--- config.mk ---
export PLATFORM = sky130hd
export DESIGN_NAME = fetch_decode_fsm
export DESIGN_NICKNAME = d
export VERILOG_FILES = /design/src/rtl/cpu_pkg.sv /design/src/rtl/fetch_decode_fsm_instr_decoder.sv /design/src/rtl/fetch_decode_fsm.sv
export SDC_FILE = /design/constraint.sdc
export NUM_CORES = 1
export LEC_CHECK = 0
export CAP_MARGIN = 0
export CORE_ASPECT_RATIO = 0.6
export CORE_UTILIZATION = 40
export CTS_BUF_LIST = sky130_fd_sc_hd__clkbuf_4 sky130_fd_sc_hd__clkbuf_8
export DETAILED_ROUTE_END_ITERATION = 8
export HOLD_SLACK_MARGIN = 0.03
export MAX_ROUTING_LAYER = met4
export PLACE_DENSITY = 0.73
export REMOVE_ABC_BUFFERS = 1
export SETUP_SLACK_MARGIN = 0.1
export SYNTH_ARGS = -nofsm -noshare
export SYNTH_HDL_FRONTEND = slang
export SYNTH_SLANG_ARGS = --single-unit
--- constraint.sdc ---
create_clock -name clk -period 2.32 [get_ports clk]
set_input_delay 0.464 -clock clk [delete_from_list [all_inputs] [get_ports clk]]
set_output_delay 0.464 -clock clk [all_outputs]
set_load 0.01 [all_outputs]
--- src/rtl/cpu_pkg.sv ---
// Shared CPU definitions: controller state encodings, opcode constants,
// instruction field positions and the no-register select code.
package cpu_pkg;

  typedef enum logic [2:0] {
    IDLE      = 3'd0,
    FETCH     = 3'd1,
    DECODE    = 3'd2,
    DISPATCH  = 3'd3,
    WAIT_EXEC = 3'd4,
    HALT      = 3'd5
  } state_t;

  localparam logic [3:0] ADD_OP  = 4'h1;
  localparam logic [3:0] HALT_OP = 4'hF;

  localparam int OP_MSB = 15;
  localparam int OP_LSB = 12;
  localparam int P1_MSB = 11;
  localparam int P1_LSB = 6;
  localparam int P2_MSB = 5;
  localparam int P2_LSB = 0;

  localparam logic [5:0] NO_REG = 6'b111111;

endpackage

--- src/rtl/fetch_decode_fsm_instr_decoder.sv ---
// Purely combinational instruction splitter: IR -> opCode/para1/para2 plus
// legality and halt flags.
module instr_decoder #(
  parameter int         INSTR_W    = 16,
  parameter logic [15:0] LEGAL_MASK = 16'h7FFF,
  parameter logic [3:0]  HALT_OP    = cpu_pkg::HALT_OP
) (
  input  logic [INSTR_W-1:0] ir,
  output logic [3:0]         opCode,
  output logic [5:0]         para1,
  output logic [5:0]         para2,
  output logic               legal,
  output logic               isHalt
);
  import cpu_pkg::*;

  assign opCode = ir[OP_MSB:OP_LSB];
  assign para1  = ir[P1_MSB:P1_LSB];
  assign para2  = ir[P2_MSB:P2_LSB];
  assign legal  = LEGAL_MASK[opCode];
  assign isHalt = (opCode == HALT_OP);

endmodule

--- src/rtl/fetch_decode_fsm.sv ---
// Instruction fetch/decode controller: owns the PC, fetches one word, decodes it
// and dispatches to the execute stage. Optional memory-wait timeout: FETCH_TIMEOUT_EN.
module fetch_decode_fsm #(
  parameter int          ADDR_W      = 6,
  parameter int          INSTR_W     = 16,
  parameter logic [15:0] LEGAL_MASK  = 16'h7FFF,
  parameter logic [3:0]  HALT_OP     = cpu_pkg::HALT_OP,
  parameter int          TIMEOUT_CYC = 15
) (
  input  logic               clk,
  input  logic               reset,
  input  logic               run,
  output logic [ADDR_W-1:0]  memAddr,
  output logic               memRead,
  input  logic [INSTR_W-1:0] memData,
  input  logic               memValid,
  output logic [3:0]         opCode,
  output logic [5:0]         para1,
  output logic [5:0]         para2,
  output logic               start,
  input  logic               incr,
  input  logic               fetch,
  output logic               halted,
  output logic               err
);
  import cpu_pkg::*;

  state_t              state, stateNxt;
  logic [ADDR_W-1:0]   pc;
  logic [INSTR_W-1:0]  ir;
  logic                errSet;
  logic                showFields;
  logic                pcAdv;
  logic                fetchTimeout;
  logic [3:0]          decOp;
  logic [5:0]          decP1, decP2;
  logic                decLegal, decHalt;

  instr_decoder #(
    .INSTR_W   (INSTR_W),
    .LEGAL_MASK(LEGAL_MASK),
    .HALT_OP   (HALT_OP)
  ) uDecoder (
    .ir    (ir),
    .opCode(decOp),
    .para1 (decP1),
    .para2 (decP2),
    .legal (decLegal),
    .isHalt(decHalt)
  );

`ifdef FETCH_TIMEOUT_EN
  localparam int TO_W = $clog2(TIMEOUT_CYC + 1);
  logic [TO_W-1:0] waitCnt;

  // Counts cycles spent in FETCH; any other state re-arms it to zero.
  always_ff @(posedge clk) begin
    if (reset) begin
      waitCnt <= '0;
    end else begin
      waitCnt <= (state == FETCH) ? waitCnt + TO_W'(1) : '0;
    end
  end

  assign fetchTimeout = (waitCnt == TO_W'(TIMEOUT_CYC - 1));
`else
  // Timeout disabled: folds to a constant 0 for any legal TIMEOUT_CYC.
  assign fetchTimeout = (TIMEOUT_CYC < 0);
`endif

  assign pcAdv = incr && (state inside {FETCH, DECODE, DISPATCH, WAIT_EXEC});

  always_ff @(posedge clk) begin
    if (reset) begin
      state <= IDLE;
      pc    <= '0;
      ir    <= '0;
      err   <= 1'b0;
    end else begin
      state <= stateNxt;
      if (state == FETCH && memValid) ir <= memData;
      if (pcAdv) pc <= pc + ADDR_W'(1);
      if (errSet) err <= 1'b1;
    end
  end

  always_comb begin
    stateNxt   = state;
    errSet     = 1'b0;
    memRead    = 1'b0;
    start      = 1'b0;
    halted     = 1'b0;
    showFields = 1'b0;
    case (state)
      IDLE: begin
        if (run) stateNxt = FETCH;
      end
      FETCH: begin
        memRead = 1'b1;
        if (memValid) begin
          stateNxt = DECODE;
        end else if (fetchTimeout) begin
          errSet   = 1'b1;
          stateNxt = HALT;
        end
      end
      DECODE: begin
        showFields = 1'b1;
        if (decHalt) begin
          stateNxt = HALT;
        end else if (!decLegal) begin
          errSet   = 1'b1;
          stateNxt = HALT;
        end else begin
          stateNxt = DISPATCH;
        end
      end
      DISPATCH: begin
        showFields = 1'b1;
        start      = 1'b1;
        stateNxt   = WAIT_EXEC;
      end
      WAIT_EXEC: begin
        showFields = 1'b1;
        if (fetch) stateNxt = run ? FETCH : IDLE;
      end
      HALT: begin
        halted = 1'b1;
      end
      default: stateNxt = IDLE;
    endcase
  end

  assign memAddr = pc;
  assign opCode  = showFields ? decOp : 4'b0;
  assign para1   = showFields ? decP1 : NO_REG;
  assign para2   = showFields ? decP2 : NO_REG;

endmodule

==> results of run 1 <==
[critical path: cells and delay by family (launching register included)]
kind                   cells  cell delay (ns)
buffers and inverters      3             0.56
flip-flops                 1             0.36
AND/OR/NAND/NOR            3             0.48
[stage by stage]
step	instances	worst slack (ns)
3_5_place_dp	247	0.160
5_1_grt	257	0.0941
2_1_floorplan	149	0.513
3_3_place_gp	247	0.222
6_report	257	0.171
4_1_cts	254	0.100
[path summary, 6_finish.rpt]
path              startpoint    endpoint  slack [ns]  cells after the start
hold reg to reg        ir[5]       ir[5]        0.46                      2
setup reg to reg    state[0]  memAddr[4]        0.70                      4
setup / recovery    state[2]    para1[4]        0.17                      6
hold / removal         ir[5]       ir[5]        0.46                      2
[cells in the mapped netlist (2+ instances only)]
| cell | instances | area share, % |
|---|---|---|
| dfxtp_1 | 27 | 41 |
| nand3_1 | 2 | 0.76 |
| nor3b_1 | 2 | 1.1 |
| nor2b_1 | 6 | 2.9 |
| buf_2 | 4 | 1.5 |
| o31ai_1 | 3 | 1.7 |
| clkbuf_1 | 4 | 1.1 |
| or4_1 | 2 | 1.1 |
| nand4_1 | 3 | 1.4 |
| a21oi_1 | 22 | 8.4 |
| and2b_1 | 4 | 2.3 |
| nand2_1 | 32 | 9.2 |
| mux2_2 | 3 | 2.6 |
| o21bai_1 | 2 | 1.1 |
| or2_2 | 12 | 5.7 |
| o211ai_1 | 2 | 1.1 |
| nor2_1 | 7 | 2.0 |
| and3b_1 | 2 | 1.3 |
[power breakdown]
group          internal, mW  leakage (nW)  switching [mW]  total, mW
Combinational         0.115         0.571          0.0994      0.215
Clock                 0.120        0.0255           0.142      0.263
Sequential            0.482         0.220          0.0144      0.496
Total                 0.717         0.817           0.256      0.973
[per-layer routing]
metal | wire, um | track usage (%) | vias to the layer above
met5 | 0 | - | -
met4 | 34 | 6.67 | 0
met3 | 190 | 5.91 | 5
met2 | 1380 | 28.7 | 40
met1 | 1790 | 30.5 | 581
li1 | - | - | 661
[layout make-up]
cell class                 instances  area, um2  area share (%)
clock buffer                       3       41.3            2.10
clock inverter                     1       5.00           0.255
timing repair buffer              61        577            29.4
sequential                        27        546            27.8
tap                               42       52.6            2.68
multi-input combinational        122        737            37.6
inverter                           1       3.75           0.191
[sequential cells by signal, indices dropped and copies added (netlist names)]
| register | cells |
|---|---|
| state | 3 |
| memAddr | 6 |
| ir | 16 |
| err | 1 |
| decLegal | 1 |
[what timing repair did]
item	CTS	global route
setup endpoints to repair	16	16
resized for setup	18	7
cloned	1	0
pin swaps	0	1
setup buffers	2	3
[kinds of logic (layout without fill, tap and decap cells)]
family,count (synthesis),after routing,synth area share (%)
AO/OA/AOI/OAI,36,36,17.4
adder cells (fa/ha/maj),1,1,0.955
buffers and inverters,12,66,4.77
AND/OR/NAND/NOR,81,82,33.0
multiplexers,3,3,2.58
flip-flops,27,27,41.3
==> impl_results.md, run 1 <==
* CP Cell Sequence: buf_4, nor2b_4, nor2_4, buf_4, or2_2, dlygate4sd2_1
* DRT antenna net count at 0
* Worst Tran Pin Value at 0.592 ns
* Crit-path slowest cell: dfxtp_4
* Status: completed
* Max cap viols at 0
* Grt total ovfl at 0
* Clock Tree Buf Depth at 2
* Netlist cell types at 39
* Initial antenna violation count at 0
* Sequential area share after synthesis at 41.3%
* FFs w/ async S/R, synth at 0%
* CTS tree: yes
* Hold Slack at 0.457 ns
* Syn Area/Cell at 8.19 um2
* DR WL/cell at 13.2 um
* Clock Latency Late Sink at 0.27 ns
* Leakage power total at 0.817 nW
* Post-DP HPWL at 2360 um
* Kind of critical path: reg -> out
* Finished Cell Area at 0.00196 mm2
* Number of remaining DRC errors at 0
* Synth Flop Type: dfxtp_1
* Vias at 1287
* Post-synth EDFFs at 0
* Die area at 0.00352 mm2
* Final core utilization at 65.7%
* Worst Hold Class: reg -> reg
* # setup viols final at 0
* F_max at 465 MHz
* Routability cong. at 0.794
* Post-DP Area at 0.00184 mm2
* Critical Path AT at 1.69 ns
* Commonest non-fill, non-tap cells in the layout: nand2_1, clkdlybuf4s50_1, dfxtp_1
* Gate Count Post-Synth at 160
* Commonest non-fill, non-tap cell in the layout: nand2_1
* CTS sink cnt at 27
* Yosys warning count at 0
* Final Max Slew Viols at 0
* Number of DRC markers in iteration 0 at 97
* Vias in the first global route at 1075
* Final Hold Viols at 0
* PwrDens at 496 mW/mm2
* Drt via density at 5.01
* Layout cells sized above 1 at 20.0%
* # H-tree levels at 1
* Yosys reg bits at 27
* Cell row count at 15
* Fin crit share at 92.6%
* Starting density of the core at 43.9%
* Critical Path Most Common Cell: buf_4
* Die Height at 46.3 um
* Clock buffer count from CTS at 3
* Die X at 75.9 um
* Port bufs at 47
* Largest net degree at the start of global routing at 18
* Clock period minus worst slack at 2.15 ns
* Core box area at 0.00298 mm2
* Syn Std Cell Area at 0.00131 mm2
* Root buffer cell: clkbuf_8
* Clk slew on worst S/H paths at 0.09 ns
* Antenna diode count at 0
* I/O Pins at 48
* Startpoint Class: flop
* Gr usage total at 21.4%
* Final WL at 3390 um
* CP max FO at 7
* Drt first pass iters at 4
* Fillers at 243
* RSZ-0062 raised after global routing: no
* Total power at 973 uW
* Setup_tns at 0 ns
* Clk_skew at 0.00203 ns
* Worst ir drop on vdd at 272 uV
* Critical Path RT at 1.86 ns
* Crit-path max cell delay at 0.36 ns
* Slew margin rel. at 60.2%
* Area delta synth->final at 49.8%
* Hold-fix buffers, CTS at 0
* First-pass GRT wire length at 5200 um
* Nets@finish at 239
* Kind of end point of the critical path: primary output
Note: power is estimated with default switching activity, not from simulation.
==> inputs of run 2 (changes only) <==
--- a/config.mk
+++ b/config.mk
@@ -6,10 +6,11 @@
 export NUM_CORES = 1
 export LEC_CHECK = 0
 export CAP_MARGIN = 0
-export CORE_ASPECT_RATIO = 0.6
+export CORE_ASPECT_RATIO = 0.8
 export CORE_UTILIZATION = 40
 export CTS_BUF_LIST = sky130_fd_sc_hd__clkbuf_4 sky130_fd_sc_hd__clkbuf_8
 export DETAILED_ROUTE_END_ITERATION = 8
+export GPL_TIMING_DRIVEN = 0
 export HOLD_SLACK_MARGIN = 0.03
 export MAX_ROUTING_LAYER = met4
 export PLACE_DENSITY = 0.73
==> constraint.sdc (replaced) <==
create_clock -name clk -period 2 [get_ports clk]
set_input_delay 0.4 -clock clk [delete_from_list [all_inputs] [get_ports clk]]
set_output_delay 0.4 -clock clk [all_outputs]
set_load 0.01 [all_outputs]
==> run 2 against run 1 <==
Net effect:
- via count grew 1.9%
- worst setup slack got worse by 0.10 ns
- hold slack better by 0.0089 ns
- global-route usage is 0.28 points higher
- clock power rose by 22%
- clock skew rose by 0.00074 ns
- non-clock buffer count is 1 lower
- final cell count shrank 1.2%
- critical path depth unchanged
- register-to-register slack got worse by 0.42 ns
- combinational power rose by 34%
- die area shrank 0.18%
- critical endpoint is now para1[5]
==> impl_results.md, run 2 (synthesis results as in run 1) <==
* Status: completed
* Commonest non-fill, non-tap cells in the layout: nand2_1, clkdlybuf4s50_1, dfxtp_1
* Max reg flops at 16
* R2r setup slk at 0.28 ns
* Vias at 1312
* DRT antenna net count at 0
* Worst Tran Pin Value at 1.09 ns
* Vias in the first global route at 1230
* Worst Hold Class: reg -> reg
* Final core utilization at 65.3%
* Slew margin rel. at 27.4%
* Critical Path AT at 1.53 ns
* Port bufs at 47
* Kind of critical path: reg -> out
* Biggest register: ir
* Area delta synth->final at 54.8%
* Clock Tree Buf Depth at 2
* Hold-fix buffers, CTS at 0
* Crit path max-delay family: simple AND/OR/NAND/NOR gates
* Initial antenna violation count at 0
* DR WL/cell at 13.7 um
* Drt first pass iters at 4
* Commonest non-fill, non-tap cell in the layout: nand2_1
* Nets@finish at 238
* Sequential cell area at 552 um2
* Layout cells sized above 1 at 26.6%
* Die X at 66.0 um
* Finished Cell Area at 0.00203 mm2
* CTS sink cnt at 27
* Largest net degree at the start of global routing at 31
* Root buffer cell: clkbuf_8
* Critical Path Most Common Cell: buf_6
* Antenna diode count at 0
* Number of DRC markers in iteration 0 at 77
* Hold path endpoint: ir[5]
* Hold path cells at 2
* Startpoint Class: flop
* Worst ir drop on vdd at 299 uV
* Die area at 0.00351 mm2
* Starting density of the core at 42.1%
* Gr usage total at 21.7%
* Worst R2R Start: state[2]
* Final WL at 3480 um
* Clk slew on worst S/H paths at 0.10 ns
* Clock period minus worst slack at 1.93 ns
* Worst reg2reg path endpoint: memAddr[4]
* CP max FO at 4
* Die Height at 53.2 um
* Clock buffer count from CTS at 3
* Total power at 1.19 mW
* RSZ-0062 raised after global routing: yes
* Routability cong. at 0.708
* I/O Pins at 48
* Cell row count at 18
* # H-tree levels at 1
* Post-DP Area at 0.00177 mm2
* Crit-path max cell delay at 0.38 ns
* Number of remaining DRC errors at 0
* Clock Latency Late Sink at 0.27 ns
* Final Max Slew Viols at 0
* Kind of end point of the critical path: primary output
* Hold_sp: ir[5]
* CTS tree: yes
* Core box area at 0.00311 mm2
* Post-DP HPWL at 2130 um
* Fin crit share at 96.6%
* Setup_tns at 0 ns
* # setup viols final at 0
* Grt total ovfl at 0
* Critical Path RT at 1.60 ns
* Final Hold Viols at 0
* Max cap viols at 0
* Drt via density at 5.17
* F_max at 518 MHz
* Multi-input logic area at 777 um2
* Leakage power total at 0.827 nW
* WP buf/inv at 3
* Fillers at 250
* PwrDens at 585 mW/mm2
* Clk_skew at 0.00277 ns
* Reg2Reg Depth at 5
* First-pass GRT wire length at 5630 um
* CP Cell Sequence: nor3b_4, buf_4, buf_6, nor2_4, or2_4, buf_6
* Hold Slack at 0.466 ns
* Crit-path slowest cell: dfxtp_4
==> run 2: changes by cell type in the layout (fill, tap and decap cells not counted), moves of 2 or more <==
cell / before / now
buf_6: 0 / 15
or2_2: 12 / 0
or2_4: 0 / 12
buf_4: 14 / 9
dlygate4sd2_1: 11 / 6
dlymetal6s2s_1: 6 / 1
clkdlybuf4s50_1: 30 / 27
dfxtp_4: 1 / 3
==> run 2: worst register-to-register path, stage by stage, from the launching register on <==
cell and delay, ns:
dfxtp_4 0.37, buf_12 0.12, buf_4 0.15, nor3_1 0.53, nor4_1 0.15, mux2_2 0.30
==> run 2: how the worst max path moves through the flow <==
stage,startpoint,to,slack (ns),cells after the start
after floorplan,state[2],para1[0],0.26,3
after global placement,state[2],para2[5],-0.43,4
after detailed placement,state[2],para2[5],-0.41,4
after CTS,state[2],para1[4],0.05,6
after global routing,state[2],para1[5],0.02,6
final,state[2],para1[5],0.07,6
==> run 2: what timing repair did <==
item	CTS	global route
cloned	1	0
setup buffers	11	3
gates resized for setup	97	3
pin swaps	6	6
endpoints found under the setup margin	19	28
==> run 2: per-stage QoR <==
step | worst slack [ns] | instances
2_1_floorplan | 0.257 | 149
3_3_place_gp | -0.426 | 236
3_5_place_dp | -0.413 | 236
4_1_cts | 0.0498 | 252
5_1_grt | 0.0157 | 254
6_report | 0.0684 | 254
==> run 2: final cells by class <==
type	instances	area share [%]
Tap cell	40	2.47
Clock buffer	3	2.04
Sequential cell	27	27.2
Timing Repair Buffer	60	29.4
Multi-Input combinational cell	122	38.3
Clock inverter	1	0.370
Inverter	1	0.185
==> run 2: power breakdown <==
group	switching, mW	internal [mW]	total, mW
combinational	0.125	0.163	0.288
sequential	0.0180	0.559	0.577
clock	0.179	0.141	0.321
total	0.323	0.863	1.19
==> run 2: metal layers <==
metal | GRT usage, % | vias to the layer above | wire length [um]
met4 | 6.74 | 0 | 25
met5 | - | - | 0
met1 | 28.0 | 619 | 1620
met2 | 35.5 | 30 | 1720
li1 | - | 659 | -
met3 | 2.59 | 4 | 122
